File: src/rtl/wb_pipe_reg.sv
// Memory-to-writeback pipeline register with a short shift history of retired writebacks
// and a combinational forwarding lookup over all kept stages.
module wb_pipe_reg #(
  parameter int unsigned DATAW     = 32,
  parameter int unsigned REGW      = 5,
  parameter int unsigned PAYW      = 64,
  parameter int          DEPTH     = 2,
  parameter bit          SKIP_ZERO = 1'b1
) (
  input  logic             CLK,
  input  logic             RST,
  input  logic             en_i,
  input  logic             stall_i,
  input  logic             flush_i,
  input  logic             valid_i,
  input  logic             wen_i,
  input  logic [REGW-1:0]  wsel_i,
  input  logic [DATAW-1:0] wdat_i,
  input  logic [PAYW-1:0]  pay_i,
  input  logic             halt_i,
  output logic             valid_o,
  output logic             wen_o,
  output logic [REGW-1:0]  wsel_o,
  output logic [DATAW-1:0] wdat_o,
  output logic [PAYW-1:0]  pay_o,
  output logic             halt_o,
  input  logic [REGW-1:0]  qsel_i,
  output logic             fwd_hit_o,
  output logic [DATAW-1:0] fwd_dat_o,
  output logic [1:0]       fwd_stg_o
);

  logic             valid_q [DEPTH];
  logic             wen_q   [DEPTH];
  logic [REGW-1:0]  wsel_q  [DEPTH];
  logic [DATAW-1:0] wdat_q  [DEPTH];
  logic [PAYW-1:0]  pay_q   [DEPTH];
  logic             halt_q;

  logic adv;
  logic set_halt;

  assign adv      = en_i & ~stall_i & ~halt_q;
  assign set_halt = adv & valid_i & halt_i & ~flush_i;

  always_ff @(posedge CLK or posedge RST) begin
    if (RST) begin
      for (int k = 0; k < DEPTH; k++) begin
        valid_q[k] <= 1'b0;
        wen_q[k]   <= 1'b0;
        wsel_q[k]  <= '0;
        wdat_q[k]  <= '0;
        pay_q[k]   <= '0;
      end
      halt_q <= 1'b0;
    end else begin
      if (adv) begin
        for (int k = 1; k < DEPTH; k++) begin
          valid_q[k] <= valid_q[k-1];
          wen_q[k]   <= wen_q[k-1];
          wsel_q[k]  <= wsel_q[k-1];
          wdat_q[k]  <= wdat_q[k-1];
          pay_q[k]   <= pay_q[k-1];
        end
        // A flushed advance loads a fully zeroed bubble.
        valid_q[0] <= valid_i & ~flush_i;
        wen_q[0]   <= wen_i & ~flush_i;
        wsel_q[0]  <= flush_i ? '0 : wsel_i;
        wdat_q[0]  <= flush_i ? '0 : wdat_i;
        pay_q[0]   <= flush_i ? '0 : pay_i;
      end else if (flush_i) begin
        // Flush overrides stall and halt, but only kills the live stage.
        valid_q[0] <= 1'b0;
        wen_q[0]   <= 1'b0;
      end
      if (set_halt) begin
        halt_q <= 1'b1;
      end
    end
  end

  assign valid_o = valid_q[0];
  assign wen_o   = valid_q[0] & wen_q[0];
  assign wsel_o  = wsel_q[0];
  assign wdat_o  = wdat_q[0];
  assign pay_o   = pay_q[0];
  assign halt_o  = halt_q;

  logic qzero;
  assign qzero = SKIP_ZERO && (qsel_i == '0);

  // Scan oldest to youngest so the youngest match is the one left standing.
  always_comb begin
    fwd_hit_o = 1'b0;
    fwd_dat_o = '0;
    fwd_stg_o = '0;
    for (int k = DEPTH - 1; k >= 0; k--) begin
      if (valid_q[k] && wen_q[k] && (wsel_q[k] == qsel_i) && !qzero) begin
        fwd_hit_o = 1'b1;
        fwd_dat_o = wdat_q[k];
        fwd_stg_o = 2'(k);
      end
    end
  end

endmodule

File: config.mk
export PLATFORM = sky130hd
export DESIGN_NAME = wb_pipe_reg
export DESIGN_NICKNAME = d
export VERILOG_FILES = /design/src/rtl/wb_pipe_reg.sv
export SDC_FILE = /design/constraint.sdc
export NUM_CORES = 1
export LEC_CHECK = 0
export ABC_AREA = 1
export CORE_ASPECT_RATIO = 1.4
export CORE_UTILIZATION = 45
export CTS_BUF_LIST = sky130_fd_sc_hd__clkbuf_4
export CTS_CLUSTER_DIAMETER = 80
export CTS_CLUSTER_SIZE = 40
export DETAILED_ROUTE_END_ITERATION = 12
export GPL_TIMING_DRIVEN = 1
export PLACE_DENSITY = 0.86
export SLEW_MARGIN = 20
export SYNTH_ARGS = -nofsm -noshare
export SYNTH_HDL_FRONTEND = slang
export SYNTH_SLANG_ARGS = --single-unit
File: constraint.sdc
create_clock -name CLK -period 13.45 [get_ports CLK]
set_clock_uncertainty 0.15 [all_clocks]
set_input_delay 2.69 -clock CLK [delete_from_list [all_inputs] [get_ports CLK]]
set_output_delay 2.69 -clock CLK [all_outputs]
set_load 0.02 [all_outputs]
==> results of run 1 <==
## state kept, by name, indices dropped and copies added (netlist names)
signal,flops
wsel_o,5
pay_o,64
wdat_o,32
wsel_q,5
wen_q,2
valid_o,1
valid_q,1
wdat_q,32
halt_o,1
## metal layers
metal / global-route usage [%] / routed length (um) / share of wire, %
met1: 26.32 / 6471 / 39
met2: 40.15 / 8655 / 52
met3: 7.442 / 1145 / 6.8
met4: 9.489 / 445 / 2.7
met5: 0 / 0 / 0
## worst max-delay path: stages
cell and delay (ns):
clkdlybuf4s50_1 0.55, inv_2 0.06, nand2_1 0.07, nand3_2 0.09
a21oi_4 0.76, nand2_4 0.55, nand2_1 0.20, clkdlybuf4s50_1 0.61
## Yosys cell counts, drive strengths merged
cell type	count
a21oi	2
a22o	64
buf	71
clkbuf	9
conb	1
dfrtp	143
inv	55
nand2	139
nand3	66
nand4	1
nor2	9
nor3	1
o21ai	78
or2	1
xnor2	3
## logic make-up after synthesis
logic type	count (synthesis)
other	1
AND/OR/NAND/NOR	217
flip-flops	143
buffers and inverters	135
AO/OA/AOI/OAI	144
XOR/XNOR	3
## metrics by stage
stage	total power, uW	hold WS (ns)	area [um^2]	std cells
2_1_floorplan	448.9	0.3029	6474	643
3_3_place_gp	486.0	0.3167	8686	1002
3_5_place_dp	486.8	0.3252	8686	1002
4_1_cts	776.6	0.3542	8986	1034
5_1_grt	800.3	0.3766	8989	1035
6_report	766.6	0.3468	8991	1036
## power breakdown
part	switching (uW)	internal [uW]	total (uW)
registers	0.00000000000000972	430	430
clock network	158	131	289
logic	17.7	30.1	47.8
## worst paths after layout
kind,end,startpoint,slack [ns]
setup / recovery,fwd_hit_o,qsel_i[0],5.01
hold / removal,wen_q[0],wen_q[0],0.35
setup reg to reg,wsel_o[4],halt_o,10.57
hold reg to reg,wen_q[0],wen_q[0],0.35
max in group asynchronous,pay_o[47],RST,9.31
min in group asynchronous,pay_o[54],RST,2.48
## layout make-up
class / instances / area share (%)
diodes: 2 / 0.05566
clock buffers: 18 / 1.503
clock inverters: 14 / 1.837
inverters: 55 / 2.352
multi-input cells: 365 / 23.68
flip-flops and latches: 143 / 39.80
well taps: 185 / 2.574
repair buffers: 254 / 28.19
==> results.toml, run 1 <==
[critical_path]
crit_path_start_kind = "input port"
end_kind = "primary output"
critPathKind = "in2out"
cp.arrival_ns = 5.60
reg2reg_depth = 6
cp_max_fo = 34
cp.required_ns = 10.61

[hold_path]
hold_class = "reg2reg"
whs_path_depth = 2

[logic_synthesis]
synth_fa_ha_area_share_pct = 0
synth_compound_area_share_pct = 15.02
synthesis.yosys.warnings = 0
ys_seq_area_share_pct = 55.28
synth_xor_area_share_pct = 0.4059
synth_top_cell_area_share_pct = 55.28
synthMuxAreaShare_pct = 0
syn-num-nets = 757
ys_ff_latch = 143
synth_area_leaders = "dfrtp_1 55%, a22o_1 8.7%, nand2_1 7.8%, buf_4 5.2%, nand3_2 4.8%"
syn_avg_cell_area_um2 = 10.07
synthCells = 643
ys_types = 28
synth_top_family_by_area = "simple AND/OR/NAND/NOR gates"
syn_area_um2 = 6474
synth_simple_gate_area_share_pct = 17.26
yosys.area.top_type = "dfrtp_1"

[placement]
gp_routability_congestion = 0.8273
place_ws_ns = 5.002
port_buffers = 251
dpl.hpwl_mm = 11.36

[clocking]
cts_buffer_depth = 2
cts_root_buffer = "clkbuf_4"
cts_setup_buffers = 0
htreeDepth = 4
cts_tree = "built"
cts_resized = 0
clock_sinks = 143
numCtsBuffers = 17
hold_buffers = 0
path_clk_slew_ns = 0.12
clk_latency_ns = 0.51

[floorplan]
rows = 51
coreArea_um2 = 13970
initial_core_util_pct = 46.32
die_w_um = 103.4
die_y_um = 143.9
num_io_pins = 253
dieArea_um2 = 14880

[route]
drc_errors = 0
vias = 5218
routedWlPerCell_um = 16.14
ant_nets = 0
detail_route.iter0.violations = 213
wl_mm = 16.72
vias_per_cell = 5.037
firstDrtPassIters = 5

[timing]
setup_viol = 0
finalHoldViolCount = 0
rsz0062_at_grt = "no"
finalCriticalPeriod_ns = 8.437
max_slew_margin_pct = 33.16
finalMaxSlewViolations = 0
fmax_mhz = 118.5
tightest_slew_ns = 1.000
timing.final.ws_setup_ns = 5.013
fin_crit_sh_pct = 62.73
fin_setup_tns_ns = 0

[layout]
layout_commonest_cell = "clkdlybuf4s50_1"
layout.nets = 950
fill_cells = 1086
utilization_pct = 64.34
multi_input_area_um2 = 2130
final_cell_mix = "251 x clkdlybuf4s50_1, 143 x dfrtp_1, 135 x nand2_1"
seqCellArea_um2 = 3578
layout-drive-gt1-share_pct = 9.658
area_growth_syn_to_layout_pct = 38.89

[global_route]
grt_pass1_vias = 5144
grt_pass1_wl_mm = 25.90
antenna_found_initial = 2
grt_usage_pct = 23.32
grt_start_max_net_pins = 82
grt_overflow = 0

[flow_run]
maxCapViolCount = 0

[power_and_ir_drop]
vdd_drop_max_v = 0.00005090
p_leak_uw = 0.004157
pwr_density_cell_nw_per_um2 = 85.27

[outcome]
status = "completed"
(Power assumes the default switching activity.)
==> inputs of run 2 (changes only) <==
- clock period: 13.45 -> 7.8 ns (I/O delays scaled with it)
==> results.toml, run 2 (same netlist as run 1, synthesis figures left out) <==
[placement]
port_buffers = 251
dpl.hpwl_mm = 11.29
gp_routability_congestion = 0.7919

[timing]
fin_crit_sh_pct = 79.11
fmax_mhz = 162.1
finalCriticalPeriod_ns = 6.171
max_slew_margin_pct = 35.58
fin_setup_tns_ns = 0
finalHoldViolCount = 0
setup_viol = 0
rsz0062_at_grt = "no"
tightest_slew_ns = 0.9642
holdWs_ns = 0.3539
finalMaxSlewViolations = 0

[global_route]
antenna_found_initial = 1
grt_start_max_net_pins = 79
grt_pass1_vias = 5269
grt_pass1_wl_mm = 26.03
grt_overflow = 0
grt_usage_pct = 23.31

[layout]
layout-drive-gt1-share_pct = 10.12
final_cell_mix = "251 x clkdlybuf4s50_1, 143 x dfrtp_1, 135 x nand2_1"
layout.nets = 951
largest_register_ffs = 64
area_growth_syn_to_layout_pct = 38.75
layout_commonest_cell = "clkdlybuf4s50_1"

[floorplan]
rows = 51
dieArea_um2 = 14880
initial_core_util_pct = 46.32
coreArea_um2 = 13970
die_w_um = 103.4
die_y_um = 143.9
num_io_pins = 253

[clocking]
cts_buffer_depth = 2
cts_setup_buffers = 0
numCtsBuffers = 17
clock_sinks = 143
cts_tree = "built"
cts_resized = 0
path_clk_slew_ns = 0.11
clk_latency_ns = 0.52
hold_buffers = 0
cts_root_buffer = "clkbuf_4"
htreeDepth = 4

[route]
firstDrtPassIters = 5
drt-met1-wl_mm = 6.542
drc_errors = 0
vias = 5237
ant_nets = 0
vias_per_cell = 5.055
met2_length_mm = 8.523
routedWlPerCell_um = 16.02
top_layer = "met4"
wl_mm = 16.60
met3WireLength_mm = 1.036
detail_route.iter0.violations = 182

[critical_path]
end_kind = "primary output"
critical_path_buf_inv_count = 3
reg2reg_depth = 6
cpMaxStageDelayCell = "a21oi_4"
cp.required_ns = 6.09
r2r_end = "wdat_o[23]"
cp.arrival_ns = 4.46
path_cells = "clkdlybuf4s50_1, inv_2, nand2_1, nand3_2, a21oi_4, nand2_4, nand3_1, nand2_1, clkdlybuf4s50_1"
crit_start = "qsel_i[0]"
cp_max_fo = 34
r2r_start = "halt_o"
reg2reg_slack_ns = 4.91
crit_path_start_kind = "input port"
critPathKind = "in2out"
slowest_delay_ns = 0.74
crit_family = "buffers and inverters"

[power_and_ir_drop]
p_leak_uw = 0.004156
pwr_density_cell_nw_per_um2 = 144.7
vdd_drop_max_v = 0.0001131

[outcome]
status = "completed"

[hold_path]
hold_class = "reg2reg"
hold_path_startpoint = "wdat_q[0]"
whs_path_depth = 2
hold_path_end = "wdat_q[0]"

[flow_run]
maxCapViolCount = 0
==> run 2: worst max-delay path by stage <==
stage	cells past startpoint	to
final	9	fwd_dat_o[0]
after global routing	9	fwd_dat_o[12]
after global placement	8	fwd_hit_o
after detailed placement	9	fwd_dat_o[0]
after floorplan	1	halt_o
after CTS	9	fwd_dat_o[0]
==> run 2: area by class of cell <==
class	instances	area, um^2
Multi-Input combinational cell	365	2130
Clock buffer	17	127.6
Inverter	55	211.5
Clock inverter	15	158.9
Antenna cell	1	2.502
Sequential cell	143	3578
Tap cell	185	231.5
Timing Repair Buffer	255	2542
Fill cell	1132	4992
==> run 2: per-layer routing <==
layer	GRT usage [%]	vias up
li1	-	2492
met1	26.80	2506
met2	39.42	205
met3	6.712	34
met4	10.97	0
met5	0	-
==> run 2: worst register-to-register path, stage by stage, from the launching register on <==
cell and delay, ns:
dfrtp_1 0.40, inv_1 0.11, nand2_4 0.41, nor2_4 0.70, buf_4 0.77, nand2_1 0.17, o21ai_1 0.11
==> run 2: per-stage QoR <==
| stage | std cells | setup WS, ns | util [%] | area (um^2) | total power (uW) |
|---|---|---|---|---|---|
| after floorplan | 643 | 2.252 | - | 6474 | 774.1 |
| after CTS | 1035 | 1.589 | 64.26 | 8980 | 1316 |
| after global routing | 1036 | 1.460 | 64.28 | 8982 | 1357 |
| after detailed placement | 1003 | 1.626 | 62.21 | 8693 | 839.1 |
| after global placement | 1003 | 1.666 | 62.21 | 8693 | 838.3 |
| final | 1036 | 1.629 | 64.28 | 8982 | 1299 |
==> run 2: where the power goes <==
group              switching [uW]  internal, uW
Clock                         282           194
Combinational                30.1          52.1
Sequential     0.0000000000000175           741
Total                         312           988
